===== src/rtl/bp_be_ptw_walker.sv =====
// Sv39 hardware page-table walker.
// A TLB miss starts a walk from the root table (satp), issuing one 8-byte PTE
// read per level. A valid leaf becomes a one-cycle TLB fill; any malformed,
// misaligned or permission-failing PTE becomes a one-cycle page-fault pulse
// of the latched request type. Flush aborts the walk, and an outstanding
// response is swallowed in DRAIN so it cannot be mistaken for a later walk's.
module bp_be_ptw_walker #(
    parameter int vaddr_width_p = 39,
    parameter int paddr_width_p = 40,
    parameter int ppn_width_p   = 28
) (
    input  logic                       clk_i,
    input  logic                       reset_i,
    input  logic [ppn_width_p-1:0]     satp_ppn_i,
    input  logic                       flush_i,
    input  logic                       miss_v_i,
    input  logic [1:0]                 miss_type_i,
    input  logic [vaddr_width_p-1:0]   miss_vaddr_i,
    output logic                       busy_o,
    output logic                       mem_req_v_o,
    output logic [paddr_width_p-1:0]   mem_req_paddr_o,
    input  logic                       mem_req_ready_i,
    input  logic                       mem_resp_v_i,
    input  logic [63:0]                mem_resp_data_i,
    output logic                       tlb_w_v_o,
    output logic [vaddr_width_p-13:0]  tlb_w_vtag_o,
    output logic [ppn_width_p-1:0]     tlb_w_ptag_o,
    output logic [7:0]                 tlb_w_flags_o,
    output logic                       instr_page_fault_v_o,
    output logic                       load_page_fault_v_o,
    output logic                       store_page_fault_v_o
);

    localparam int vtag_width_lp = vaddr_width_p - 12;

    localparam logic [1:0] TYPE_INSTR = 2'd0;
    localparam logic [1:0] TYPE_STORE = 2'd2;

    typedef enum logic [2:0] {
        S_IDLE,
        S_SEND,
        S_WAIT,
        S_DRAIN,
        S_DONE
    } state_e;

    state_e                   r_state, w_state_next;
    logic [vtag_width_lp-1:0] r_vtag,  w_vtag_next;
    logic [1:0]               r_type,  w_type_next;
    logic [1:0]               r_level, w_level_next;
    logic [ppn_width_p-1:0]   r_ppn,   w_ppn_next;
    logic                     r_fault, w_fault_next;
    logic [ppn_width_p-1:0]   r_ptag,  w_ptag_next;
    logic [7:0]               r_flags, w_flags_next;

    // Per-level VPN slices of the latched virtual address.
    logic [8:0] w_vpn [3];
    for (genvar gi = 0; gi < 3; gi++) begin : g_vpn
        assign w_vpn[gi] = r_vtag[9*gi +: 9];
    end

    // VPN slice that indexes the table at the current level.
    logic [8:0] w_vpn_sel;
    always_comb begin
        case (r_level)
            2'd2:    w_vpn_sel = w_vpn[2];
            2'd1:    w_vpn_sel = w_vpn[1];
            default: w_vpn_sel = w_vpn[0];
        endcase
    end

    // PTE field decode of the response data.
    logic [ppn_width_p-1:0] w_pte_ppn;
    logic w_pte_v, w_pte_r, w_pte_w, w_pte_x, w_pte_a, w_pte_d;
    logic w_leaf, w_misaligned, w_pte_fault;
    logic [ppn_width_p-1:0] w_fill_ptag;
    logic w_unused;

    assign w_pte_ppn = mem_resp_data_i[10 +: ppn_width_p];
    assign w_pte_v   = mem_resp_data_i[0];
    assign w_pte_r   = mem_resp_data_i[1];
    assign w_pte_w   = mem_resp_data_i[2];
    assign w_pte_x   = mem_resp_data_i[3];
    assign w_pte_a   = mem_resp_data_i[6];
    assign w_pte_d   = mem_resp_data_i[7];
    assign w_leaf    = w_pte_r | w_pte_x;
    assign w_unused  = ^{mem_resp_data_i[63:10+ppn_width_p], mem_resp_data_i[9:8],
                         miss_vaddr_i[11:0]};

    // Superpage leaves must have their low PPN bits clear; a filled
    // superpage is splintered by substituting the VPN bits it covers.
    always_comb begin
        w_misaligned = 1'b0;
        w_fill_ptag  = w_pte_ppn;
        case (r_level)
            2'd2: begin
                w_misaligned       = |w_pte_ppn[17:0];
                w_fill_ptag[17:9]  = w_vpn[1];
                w_fill_ptag[8:0]   = w_vpn[0];
            end
            2'd1: begin
                w_misaligned       = |w_pte_ppn[8:0];
                w_fill_ptag[8:0]   = w_vpn[0];
            end
            default: ;
        endcase
    end

    // A/D are never set by hardware, so a missing A (or D on store) faults.
    assign w_pte_fault = ~w_pte_v
                       | (~w_pte_r & w_pte_w)
                       | (w_leaf & (w_misaligned | ~w_pte_a
                                    | ((r_type == TYPE_STORE) & ~w_pte_d)))
                       | (~w_leaf & (r_level == 2'd0));

    // Next-state and datapath update logic.
    always_comb begin
        w_state_next = r_state;
        w_vtag_next  = r_vtag;
        w_type_next  = r_type;
        w_level_next = r_level;
        w_ppn_next   = r_ppn;
        w_fault_next = r_fault;
        w_ptag_next  = r_ptag;
        w_flags_next = r_flags;
        case (r_state)
            S_IDLE: begin
                if (miss_v_i && !flush_i) begin
                    w_state_next = S_SEND;
                    w_vtag_next  = miss_vaddr_i[vaddr_width_p-1:12];
                    w_type_next  = miss_type_i;
                    w_level_next = 2'd2;
                    w_ppn_next   = satp_ppn_i;
                    w_fault_next = 1'b0;
                end
            end
            S_SEND: begin
                // A request accepted alongside a flush still owes a response.
                if (flush_i) begin
                    w_state_next = mem_req_ready_i ? S_DRAIN : S_IDLE;
                end else if (mem_req_ready_i) begin
                    w_state_next = S_WAIT;
                end
            end
            S_WAIT: begin
                if (mem_resp_v_i) begin
                    if (flush_i) begin
                        // Response already consumed this cycle: nothing to drain.
                        w_state_next = S_IDLE;
                    end else if (w_pte_fault) begin
                        w_state_next = S_DONE;
                        w_fault_next = 1'b1;
                        w_flags_next = mem_resp_data_i[7:0];
                    end else if (w_leaf) begin
                        w_state_next = S_DONE;
                        w_fault_next = 1'b0;
                        w_ptag_next  = w_fill_ptag;
                        w_flags_next = mem_resp_data_i[7:0];
                    end else begin
                        w_state_next = S_SEND;
                        w_ppn_next   = w_pte_ppn;
                        w_level_next = r_level - 2'd1;
                    end
                end else if (flush_i) begin
                    w_state_next = S_DRAIN;
                end
            end
            S_DRAIN: begin
                if (mem_resp_v_i) begin
                    w_state_next = S_IDLE;
                end
            end
            S_DONE: begin
                w_state_next = S_IDLE;
            end
            default: begin
                w_state_next = S_IDLE;
            end
        endcase
    end

    // State and datapath registers.
    always_ff @(posedge clk_i) begin
        if (reset_i) begin
            r_state <= S_IDLE;
            r_vtag  <= '0;
            r_type  <= '0;
            r_level <= '0;
            r_ppn   <= '0;
            r_fault <= 1'b0;
            r_ptag  <= '0;
            r_flags <= '0;
        end else begin
            r_state <= w_state_next;
            r_vtag  <= w_vtag_next;
            r_type  <= w_type_next;
            r_level <= w_level_next;
            r_ppn   <= w_ppn_next;
            r_fault <= w_fault_next;
            r_ptag  <= w_ptag_next;
            r_flags <= w_flags_next;
        end
    end

    logic w_done_fire;
    assign w_done_fire = (r_state == S_DONE) & ~flush_i;

    assign busy_o               = (r_state != S_IDLE);
    assign mem_req_v_o          = (r_state == S_SEND);
    assign mem_req_paddr_o      = {r_ppn, w_vpn_sel, 3'b000};
    assign tlb_w_v_o            = w_done_fire & ~r_fault;
    assign tlb_w_vtag_o         = r_vtag;
    assign tlb_w_ptag_o         = r_ptag;
    assign tlb_w_flags_o        = r_flags;
    assign instr_page_fault_v_o = w_done_fire & r_fault & (r_type == TYPE_INSTR);
    assign store_page_fault_v_o = w_done_fire & r_fault & (r_type == TYPE_STORE);
    assign load_page_fault_v_o  = w_done_fire & r_fault & (r_type != TYPE_INSTR)
                                & (r_type != TYPE_STORE);

endmodule


===== config.mk =====
export PLATFORM = sky130hd
export DESIGN_NAME = bp_be_ptw_walker
export DESIGN_NICKNAME = d
export VERILOG_FILES = /design/src/rtl/bp_be_ptw_walker.sv
export SDC_FILE = /design/constraint.sdc
export NUM_CORES = 1
export LEC_CHECK = 0
export BUFFER_PORTS_ARGS = -buffer_cell sky130_fd_sc_hd__buf_2
export CAP_MARGIN = 15
export CELL_PAD_IN_SITES_DETAIL_PLACEMENT = 0
export CELL_PAD_IN_SITES_GLOBAL_PLACEMENT = 2
export CORE_MARGIN = 10
export CORE_UTILIZATION = 24
export CTS_CLUSTER_DIAMETER = 80
export DETAILED_ROUTE_END_ITERATION = 6
export PLACE_DENSITY = 0.9
export SETUP_SLACK_MARGIN = 0.15
export SYNTH_ARGS = -nofsm -noshare
export SYNTH_HDL_FRONTEND = slang
export SYNTH_SLANG_ARGS = --single-unit
export TNS_END_PERCENT = 5

===== constraint.sdc =====
create_clock -name clk_i -period 2.5 [get_ports clk_i]
set_input_delay 0.125 -clock clk_i [delete_from_list [all_inputs] [get_ports clk_i]]
set_output_delay 0.125 -clock clk_i [all_outputs]
set_load 0.005 [all_outputs]

* Yosys cells after proc, flatten, opt, wreduce, memory -nomap -nowiden
Cells that the tools add are included.
Word-level totals: bits in registers 99, bits of input ports 139, output and inout port bits 109
Operators by class: add/sub/neg operators 1, equal/unequal tests 17, multiplexer cells 35, bitwise logic cells 25, reductions and logical operators 18
Operators by type and width (number):
- 2-to-1 mux 28 bit | 5
- one-hot mux 28 bit (2 select lines) | 1
- 2-to-1 mux 3 bit | 9
- 2-to-1 mux 9 bit | 2
- one-hot mux 9 bit (2 select lines) | 1
- OR reduction 18 bit | 1
- 2-to-1 mux 8 bit | 2
- inequality test 2 bit, second input constant | 7
- 2-to-1 mux 2 bit | 6
- one-hot mux 3 bit (4 select lines) | 1
- AND 1 bit | 11
- AND reduction 5 bit | 2
- OR reduction 9 bit | 1
- inverter 1 bit | 8
- AND reduction 4 bit | 2
- equality test 3 x 2 -> 1 bit, second input constant | 2
- inequality test 3 bit, second input constant | 2
- OR 1 bit | 6
- AND reduction 6 bit | 1
- nonzero test 2 bit | 3
- 2-to-1 mux 1 bit | 5
- equality test 2 bit, second input constant | 2
- logical NOT 2 bit | 2
- one-hot mux 1 bit (2 select lines) | 2
- other kinds (12) | 12

* Longest topological paths before layout
Gate-level depths: netlist of run 1.
word-level depth 11, mapped depth 9, depth with buffers taken out 7

* Least setup slack after synthesis of run 1
Ideal clock, no wire load.
path kind reg-to-reg, start point register r_level[1], end point register r_ptag[11], in the netlist tlb_w_ptag_o[11], data arrival time 1.861 ns, data required time 2.364 ns, setup slack 0.503 ns, cell stages (with the launch flop) 10, buffers on the path 2, period minus slack after synthesis 1.997 ns, cell sequence dfxtp_1 inv_1 ha_1 clkbuf_1 o21ai_0 a31oi_1 a31o_2 nor2_1 buf_2 a211oi_1
Between the ends: cells in the longest elaborated chain, start to end 9, elaborated cells between the ends (all ways) 13, those cells by class eq/ne: 2; mux: 2; bitwise: 7; reduce/logical: 2
Ends and longest elaborated chain:
- from (decl) | line 50 | logic [1:0] r_level, w_level_next;
- from (signal assigned) | line 197 | r_level <= w_level_next;
- equality test 2 x 1 -> 1 bit / equality test 2 bit (equally long branches) | line 95 | case (r_level)
- one-hot mux 1 bit (2 select lines) | line 95
- OR 1 bit | line 112 | | (w_leaf & (w_misaligned | ~w_pte_a
- OR 1 bit | line 113 | | ((r_type == TYPE_STORE) & ~w_pte_d)))
- AND 1 bit | line 112
- OR 1 bit | line 112
- OR 1 bit | line 114 | | (~w_leaf & (r_level == 2'd0));
- inverter 1 bit (no line)
- AND reduction 5 bit (no line)
- to (signal assigned) | line 200 | r_ptag <= w_ptag_next;
- to (decl) | line 53 | logic [ppn_width_p-1:0] r_ptag, w_ptag_next;
Parallel ways exist; a longest one is shown, timed or not. A chain may end at the register's enable or synchronous reset.

* Worst setup path after layout of run 1
start point register r_level[0], end point register r_ppn[17]
Between the ends: cells in the longest elaborated chain, start to end 9, elaborated cells between the ends (all ways) 12, those cells by class eq/ne: 3; mux: 1; bitwise: 6; reduce/logical: 2
Ends and longest elaborated chain:
- equality test 2 x 1 -> 1 bit / equality test 2 bit (equally long branches) | line 95
- one-hot mux 1 bit (2 select lines) | line 95
- OR 1 bit | line 112
- OR 1 bit | line 113
- AND 1 bit | line 112
- OR 1 bit | line 112
- OR 1 bit (*) | line 114
- inequality test 2 bit (no line) (*)
- AND reduction 6 bit (no line) (*)
- to (signal assigned) | line 198 | r_ppn <= w_ppn_next;
- to (decl) | line 51 | logic [ppn_width_p-1:0] r_ppn, w_ppn_next;
Every way passes the cells marked *; elsewhere a longest branch is shown, timed or not.

==> results.toml, run 1 <==
[outcome]
status = "completed"

[routing]
drc = 0
wl_per_cell_um = 18.5
via_per_inst = 4.64
wl_mm = 19.0
drt-initial-drc-count = 190
postRouteAntennaNets = 0
dr.pass1.iters = 4
dr_total_vias = 4753

[logic_synthesis]
synthCells = 562
synth_edf_count = 0
synth-async-reset-ratio = 0
yosysSeqAreaShare = 0.427
synth_cell_types = 42
synth-seq-cells = 99
synth_area_leaders = "dfxtp_1, nand2_1, a311oi_2, a21oi_1, mux2i_1"
syn_area_sq_um = 4650
synth_area_leader_cell = "dfxtp_1"
syn_area_per_cell_sq_um = 8.27
synth_warnings = 0
yosysTopAreaCellShare = 0.427
synth_top_flop_cell = "dfxtp_1"

[timing]
slew_headroom = 0.612
slew_violations = 0
tns_ps = 0
setup_viol = 0
max_freq_mhz = 470
postLayoutSetupSlackWorst_ps = 373
clock_skew_ps = 10.5
fin_crit_ps = 2130
worstMarginPinSlew_ps = 568
grt_setup_unrepaired = "no"
fin_crit_sh = 0.851
finalHoldViolations = 0

[clock_tree]
worstSkewPairLatency_ps = 360
cts_buffers = 9
htree_levels = 3
clk_pin_slew_ps = 70
postCtsSetupRepairBufs = 0
root_buffer = "clkbuf_16"
clk_path_buf_depth = 2
tritoncts = "done"
clock-sinks = 99

[floorplan]
die_w_um = 159
rows = 50
die_y_um = 159
die_area_sq_um = 25300
fp.coreArea_sq_um = 18900
io_pins = 248
start_util = 0.246

[global_route]
grt_max_degree = 64
grt_pass1_vias = 4635
grt_pass1_wl_mm = 28.3
grt-ovfl-total = 0
grt_util_all_layers = 0.140
antenna_found_initial = 1

[placed_design]
port_buffers = 204
gp_congestion = 0.768
place_ws_ps = 305
hpwl_mm = 13.9
placed_cell_area_sq_um = 5900

[critical_path]
cp_data_arrival_time_ps = 2400
worstPathMaxFanout = 28
required_ps = 2770
slowest_delay_ps = 550
slowest_stage = "or4_1"
crit_chain = "inv_1 -> ha_1 -> or4_1 -> a21oi_4 -> buf_12 -> nor2_1 -> a311oi_2"
cp-start-kind = "flip-flop"
critical_path_class = "reg -> reg"
cp-end-kind = "flip-flop"

[worst_hold_path]
min_path_type = "in -> reg"

[layout]
num-fill-cells = 2069
area_growth_pct = 36.9
multi_input_area_sq_um = 2370
seq_area_sq_um = 1980
drive_above_1_share = 0.360
fin_area_sq_um = 6360
final_util = 0.337
finalNetCount = 901

[power_and_ir_drop]
vdd_drop_max_mv = 0.335
powerDensity_nw_per_um2 = 607
p_leak_nw = 2.69
report.power.total_w = 0.00386

[run]
drv_cap = 0
-- per-layer routing --
| metal | track usage | vias to the layer above | part of all wire |
|---|---|---|---|
| met4 | 0.0362 | 0 | 0.013 |
| li1 | - | 2367 | - |
| met1 | 0.177 | 2220 | 0.45 |
| met5 | 0 | - | 0 |
| met3 | 0.0462 | 16 | 0.070 |
| met2 | 0.226 | 150 | 0.47 |
-- critical path, delay by kind of cell (launching register included) --
family / cells / cell delay, ps
AO/OA/AOI/OAI: 2 / 500
buffers and inverters: 2 / 320
AND/OR/NAND/NOR: 2 / 620
flip-flops: 1 / 360
adder cells (fa/ha/maj): 1 / 230
-- worst paths after layout --
path         slack (ps)  cells past startpoint                             to                           from
min                  10                      3  tlb_w_vtag_o[10]$_SDFFE_PP0P_               miss_vaddr_i[22]
max reg2reg         370                      7         r_ppn[17]$_SDFFE_PP0P_        r_level[0]$_SDFFE_PP0P_
max                 370                      7         r_ppn[17]$_SDFFE_PP0P_        r_level[0]$_SDFFE_PP0P_
min reg2reg         450                      2  tlb_w_flags_o[4]$_SDFFE_PP0P_  tlb_w_flags_o[4]$_SDFFE_PP0P_
-- power breakdown --
group | leakage, nW | internal, W | switching [W]
Clock | 0.150 | 0.000811 | 0.000658
Sequential | 0.806 | 0.00165 | 0.0000607
Combinational | 1.73 | 0.000293 | 0.000388
-- through the flow --
| step | instances | hold slack (ps) |
|---|---|---|
| finish | 1025 | 10.0 |
| global route | 1025 | 18.1 |
| CTS | 1023 | 1.40 |
| detailed placement | 994 | 370 |
| global placement | 994 | 366 |
| floorplan | 564 | 261 |
-- sequential cells by signal, indices dropped and copies added, names as in the netlist --
register       count
r_state            3
tlb_w_flags_o      8
r_fault            1
tlb_w_vtag_o      27
tlb_w_ptag_o      28
r_type             2
r_ppn             28
r_level            2
-- synthesized netlist by cell type, types with 3 or more instances --
| master | count |
|---|---|
| buf_6 | 7 |
| and3_1 | 4 |
| dfxtp_1 | 99 |
| nand3_1 | 16 |
| buf_2 | 8 |
| mux2i_1 | 18 |
| inv_1 | 9 |
| a211oi_1 | 20 |
| nor3_1 | 7 |
| a22oi_1 | 11 |
| nand2_1 | 126 |
| ha_1 | 3 |
| o21ai_0 | 16 |
| a21oi_1 | 78 |
| nor2_1 | 48 |
| a311oi_2 | 28 |
| clkbuf_1 | 32 |
| buf_4 | 3 |
-- final cells by class --
type                            instances  area share
Clock buffer                           11      0.0382
Antenna cell                            1    0.000393
Tap cell                              260      0.0512
Inverter                                9     0.00531
Timing Repair Buffer                  236       0.211
Clock inverter                          5     0.00964
Multi-Input combinational cell        404       0.373
Sequential cell                        99       0.312
-- logic make-up after synthesis --
group,share of synthesized area
simple gates,0.187
compound gates,0.271
flops,0.427
buf+inv,0.0652
mux,0.0412
fa+ha+maj,0.00808
other cells,0.000807
-- placed cells by master (no fill, tap or decap), types with 3 or more instances in the layout --
cell type and instances:
mux2i_1 18, o21ai_0 16, a311oi_2 28, a21oi_1 78, a211oi_1 20, buf_4 17, dfxtp_1 99, inv_1 9
ha_1 3, and3_1 4, nand2_1 126, buf_2 203, nor3_1 6, dlygate4sd3_1 13, nor2_1 48, a22oi_1 11
conb_1 3, clkbuf_16 10, nand3_1 16
-- repair_timing --
| item | in CTS | in global routing |
|---|---|---|
| endpoints found under the hold margin | 13 | 0 |
| setup endpoints to repair | 0 | 1 |
| hold buffers | 13 | 0 |
| gates resized for setup | 0 | 0 |
(Power assumes the default switching activity.)
==> run 2: changes to the inputs <==
==> constraint.sdc (replaced) <==
create_clock -name clk_i -period 2.5 [get_ports clk_i]
set_input_delay 0.25 -clock clk_i [delete_from_list [all_inputs] [get_ports clk_i]]
set_output_delay 0.25 -clock clk_i [all_outputs]
set_load 0.005 [all_outputs]
==> results.toml, run 2 (synthesis results as in run 1) <==
[floorplan]
die_y_um = 159
die_w_um = 159
die_area_sq_um = 25300
rows = 50
start_util = 0.246
fp.coreArea_sq_um = 18900
io_pins = 248

[worst_hold_path]
hold_path_depth = 3
min_path_type = "in -> reg"
hp-start = "miss_vaddr_i[25]"
whs_endpoint = "tlb_w_vtag_o[13]$_SDFFE_PP0P_"

[timing]
worstMarginPinSlew_ps = 559
finalHoldViolations = 0
fin_crit_sh = 0.870
clock_skew_ps = 11.1
setup_viol = 0
tns_ps = 0
fin_crit_ps = 2170
slew_violations = 0
max_freq_mhz = 460
slew_headroom = 0.618
grt_setup_unrepaired = "yes"

[routing]
wl_met3_mm = 1.16
drt-initial-drc-count = 270
postRouteAntennaNets = 0
wl_met2_mm = 8.70
drc = 0
dr_total_vias = 4679
dr.pass1.iters = 5
top_layer = "met4"
m1WireLength_mm = 8.79
wl_per_cell_um = 18.6
via_per_inst = 4.63
wl_mm = 18.8

[power_and_ir_drop]
p_leak_nw = 2.62
powerDensity_nw_per_um2 = 602
vdd_drop_max_mv = 0.329

[layout]
final_cell_mix = "buf_2, nand2_1, dfxtp_1, a21oi_1, nor2_1"
num-fill-cells = 2102
drive_above_1_share = 0.365
multi_input_area_sq_um = 2370
final_common_cell = "buf_2"
area_growth_pct = 33.4
seq_area_sq_um = 1980
finalNetCount = 887
final_util = 0.328

[global_route]
antenna_found_initial = 1
grt_util_all_layers = 0.141
grt_pass1_wl_mm = 28.2
grt_max_degree = 68
grt_pass1_vias = 4697
grt-ovfl-total = 0

[critical_path]
r2r-start = "r_level[1]$_SDFFE_PP0P_"
crit_path_start = "r_level[1]$_SDFFE_PP0P_"
cp-start-kind = "flip-flop"
worstPathMaxFanout = 18
required_ps = 2760
ff2ff_path_depth = 8
cp-end-kind = "flip-flop"
worst_r2r_endpoint = "tlb_w_ptag_o[1]$_SDFFE_PP0P_"
reg2reg_slack_ps = 330
critical_path_class = "reg -> reg"
cp_data_arrival_time_ps = 2430

[clock_tree]
hold_buffers = 0
clock-sinks = 99
tritoncts = "done"
worstSkewPairLatency_ps = 350
clk_path_buf_depth = 2
clk_pin_slew_ps = 80
root_buffer = "clkbuf_16"
htree_levels = 3
postCtsSetupRepairBufs = 0
cts_resized = 0
cts_buffers = 9

[placed_design]
port_buffers = 204
gp_congestion = 0.795
hpwl_mm = 13.9

[outcome]
status = "completed"

[run]
drv_cap = 0
run 2: critical path: stages, from the launching register on:
cell,delay (ps)
dfxtp_1,320
inv_1,70
ha_1,400
o21ai_0,180
a31oi_1,250
a31o_2,330
nor2_1,80
buf_4,210
a211oi_1,230
run 2: metrics by stage:
step	cell area (sq um)	hold slack, ps	cells	total power [W]	setup slack (ps)
after floorplan	4650	386	564	0.00212	469
after global placement	5890	441	993	0.00241	336
after detailed placement	5890	449	993	0.00241	310
after CTS	6170	111	1009	0.00379	290
after global routing	6200	114	1011	0.00394	130
final	6200	129	1011	0.00373	326
run 2: area by class of cell:
| type | instances | area share |
|---|---|---|
| clock buffer | 11 | 0.0392 |
| tap | 260 | 0.0525 |
| multi-input combinational | 404 | 0.383 |
| antenna | 1 | 0.000404 |
| timing repair buffer | 222 | 0.194 |
| clock inverter | 5 | 0.00565 |
| inverter | 9 | 0.00545 |
| sequential | 99 | 0.320 |
run 2: worst max path at each step:
stage                              endpoint  slack, ps  cells past startpoint
2_1_floorplan            mem_req_paddr_o[7]        470                      7
3_3_place_gp         r_ppn[17]$_SDFFE_PP0P_        340                      7
3_5_place_dp         r_ppn[16]$_SDFFE_PP0P_        310                      7
4_1_cts        tlb_w_ptag_o[1]$_SDFFE_PP0P_        290                      8
5_1_grt        tlb_w_ptag_o[2]$_SDFFE_PP0P_        130                      8
6_report       tlb_w_ptag_o[1]$_SDFFE_PP0P_        330                      8
run 2: per-layer routing:
layer  vias to the layer above  GRT usage
met5                         -          0
met4                         0     0.0337
met3                         8     0.0519
met2                       143      0.217
met1                      2196      0.182
li1                       2332          -
run 2: report_power, final:
part | total [W] | internal [W] | leakage (nW) | switching, W
Sequential | 0.00171 | 0.00165 | 0.806 | 0.0000600
Clock | 0.00136 | 0.000708 | 0.136 | 0.000648
Combinational | 0.000663 | 0.000280 | 1.67 | 0.000382
==> run 3: changes to the inputs <==
PLACE_DENSITY = default   (was 0.9)
PLACE_DENSITY_LB_ADDON = 0.12   (was default)
==> results.toml, run 3 (synthesis results as in run 1) <==
[outcome]
status = "completed"

[clock_tree]
clk_path_buf_depth = 2
cts_buffers = 9
clk_pin_slew_ps = 80
hold_buffers = 0
tritoncts = "done"
clock-sinks = 99
htree_levels = 3
root_buffer = "clkbuf_16"
worstSkewPairLatency_ps = 350

[power_and_ir_drop]
clkPwrFrac = 0.402
p_int_w = 0.00285
report.power.total_w = 0.00396
seqPwrFrac = 0.433
p_sw_w = 0.00112
p_leak_nw = 2.63
powerDensity_nw_per_um2 = 636
combPwrFrac = 0.165
switching_share = 0.282
vdd_drop_max_mv = 0.316

[routing]
via_per_inst = 4.75
drc = 0
postRouteAntennaNets = 0
wl_mm = 19.1
dr_total_vias = 4783
dr.pass1.iters = 4
wl_per_cell_um = 18.9
drt-initial-drc-count = 341

[critical_path]
critical_path_class = "reg -> out"
cp-end-kind = "primary output"
worstPathMaxFanout = 16
cp-start-kind = "flip-flop"
required_ps = 2250
cp_data_arrival_time_ps = 2010

[floorplan]
die_w_um = 159
die_area_sq_um = 25300
fp.coreArea_sq_um = 18900
rows = 50
die_y_um = 159
start_util = 0.246
io_pins = 248

[timing]
fin_crit_ps = 2260
setup_viol = 0
tns_ps = 0
slew_headroom = 0.624
fin_crit_sh = 0.904
finalHoldViolations = 0
grt_setup_unrepaired = "yes"
slew_violations = 0
clock_skew_ps = 7.47
worstMarginPinSlew_ps = 550
max_freq_mhz = 443

[global_route]
grt_util_all_layers = 0.146
antenna_found_initial = 1
grt_pass1_wl_mm = 29.6
grt-ovfl-total = 0
grt_max_degree = 59
grt_pass1_vias = 4882

[run]
drv_cap = 0

[placed_design]
hpwl_mm = 14.6
port_buffers = 204
gp_congestion = 0.784

[layout]
finalNetCount = 885
final_cell_mix = "buf_2, nand2_1, dfxtp_1, a21oi_1, nor2_1"
diodes = 0
final_common_cell = "buf_2"
drive_above_1_share = 0.366
area_growth_pct = 34.2

[worst_hold_path]
min_path_type = "in -> reg"
==> run 3: area by class of cell <==
| type | instances | area, sq um |
|---|---|---|
| timing repair buffer | 220 | 1180 |
| fill | 2079 | 12700 |
| tap | 260 | 325 |
| inverter | 9 | 33.8 |
| sequential | 99 | 1980 |
| multi-input combinational | 404 | 2380 |
| clock buffer | 10 | 239 |
| clock inverter | 6 | 96.3 |
==> run 3: path summary, 6_finish.rpt <==
check	slack [ps]	end	cells after the start	start
max	240	mem_req_paddr_o[4]	7	r_level[0]$_SDFFE_PP0P_
min	130	tlb_w_vtag_o[21]$_SDFFE_PP0P_	3	miss_vaddr_i[33]
max reg2reg	310	r_ppn[12]$_SDFFE_PP0P_	7	r_level[0]$_SDFFE_PP0P_
min reg2reg	460	tlb_w_flags_o[2]$_SDFFE_PP0P_	2	tlb_w_flags_o[2]$_SDFFE_PP0P_
==> run 3: power by group through the flow <==
stage                     Sequential, W  Combinational (W)  Clock, W
final                           0.00172           0.000653   0.00159
after global routing            0.00173           0.000732   0.00171
after CTS                       0.00172           0.000666   0.00166
after detailed placement        0.00176           0.000663         0
after global placement          0.00175           0.000657         0
after floorplan                 0.00174           0.000380         0
==> run 3: layer usage <==
| metal | global-route usage | wire length, um | vias to the layer above |
|---|---|---|---|
| met3 | 0.0457 | 1220 | 22 |
| li1 | - | - | 2345 |
| met5 | 0 | 13 | - |
| met4 | 0.0417 | 299 | 2 |
| met1 | 0.193 | 8960 | 2242 |
| met2 | 0.224 | 8590 | 172 |
==> run 3: per-stage QoR <==
step | worst slack (ps) | hold WS [ps] | area [sq um] | cells | utilization
3_3_place_gp | 386 | 444 | 5900 | 992 | 0.312
4_1_cts | 231 | 110 | 6230 | 1008 | 0.330
2_1_floorplan | 469 | 386 | 4650 | 564 | -
3_5_place_dp | 291 | 450 | 5900 | 992 | 0.312
6_report | 241 | 129 | 6230 | 1008 | 0.330
5_1_grt | 79.4 | 125 | 6230 | 1008 | 0.330
==> run 3: worst max-delay path, cell delays in order (launching register included) <==
cell     delay, ps
dfxtp_1        360
inv_1           90
ha_1           300
buf_4          230
buf_4          290
nor2_1          70
a21oi_1        160
buf_2          150
==> run 3: what timing repair did <==
action                                  4_1_cts  5_1_grt
endpoints found under the setup margin        0       20
gates resized for setup                       0        1
buffers inserted                              0        0
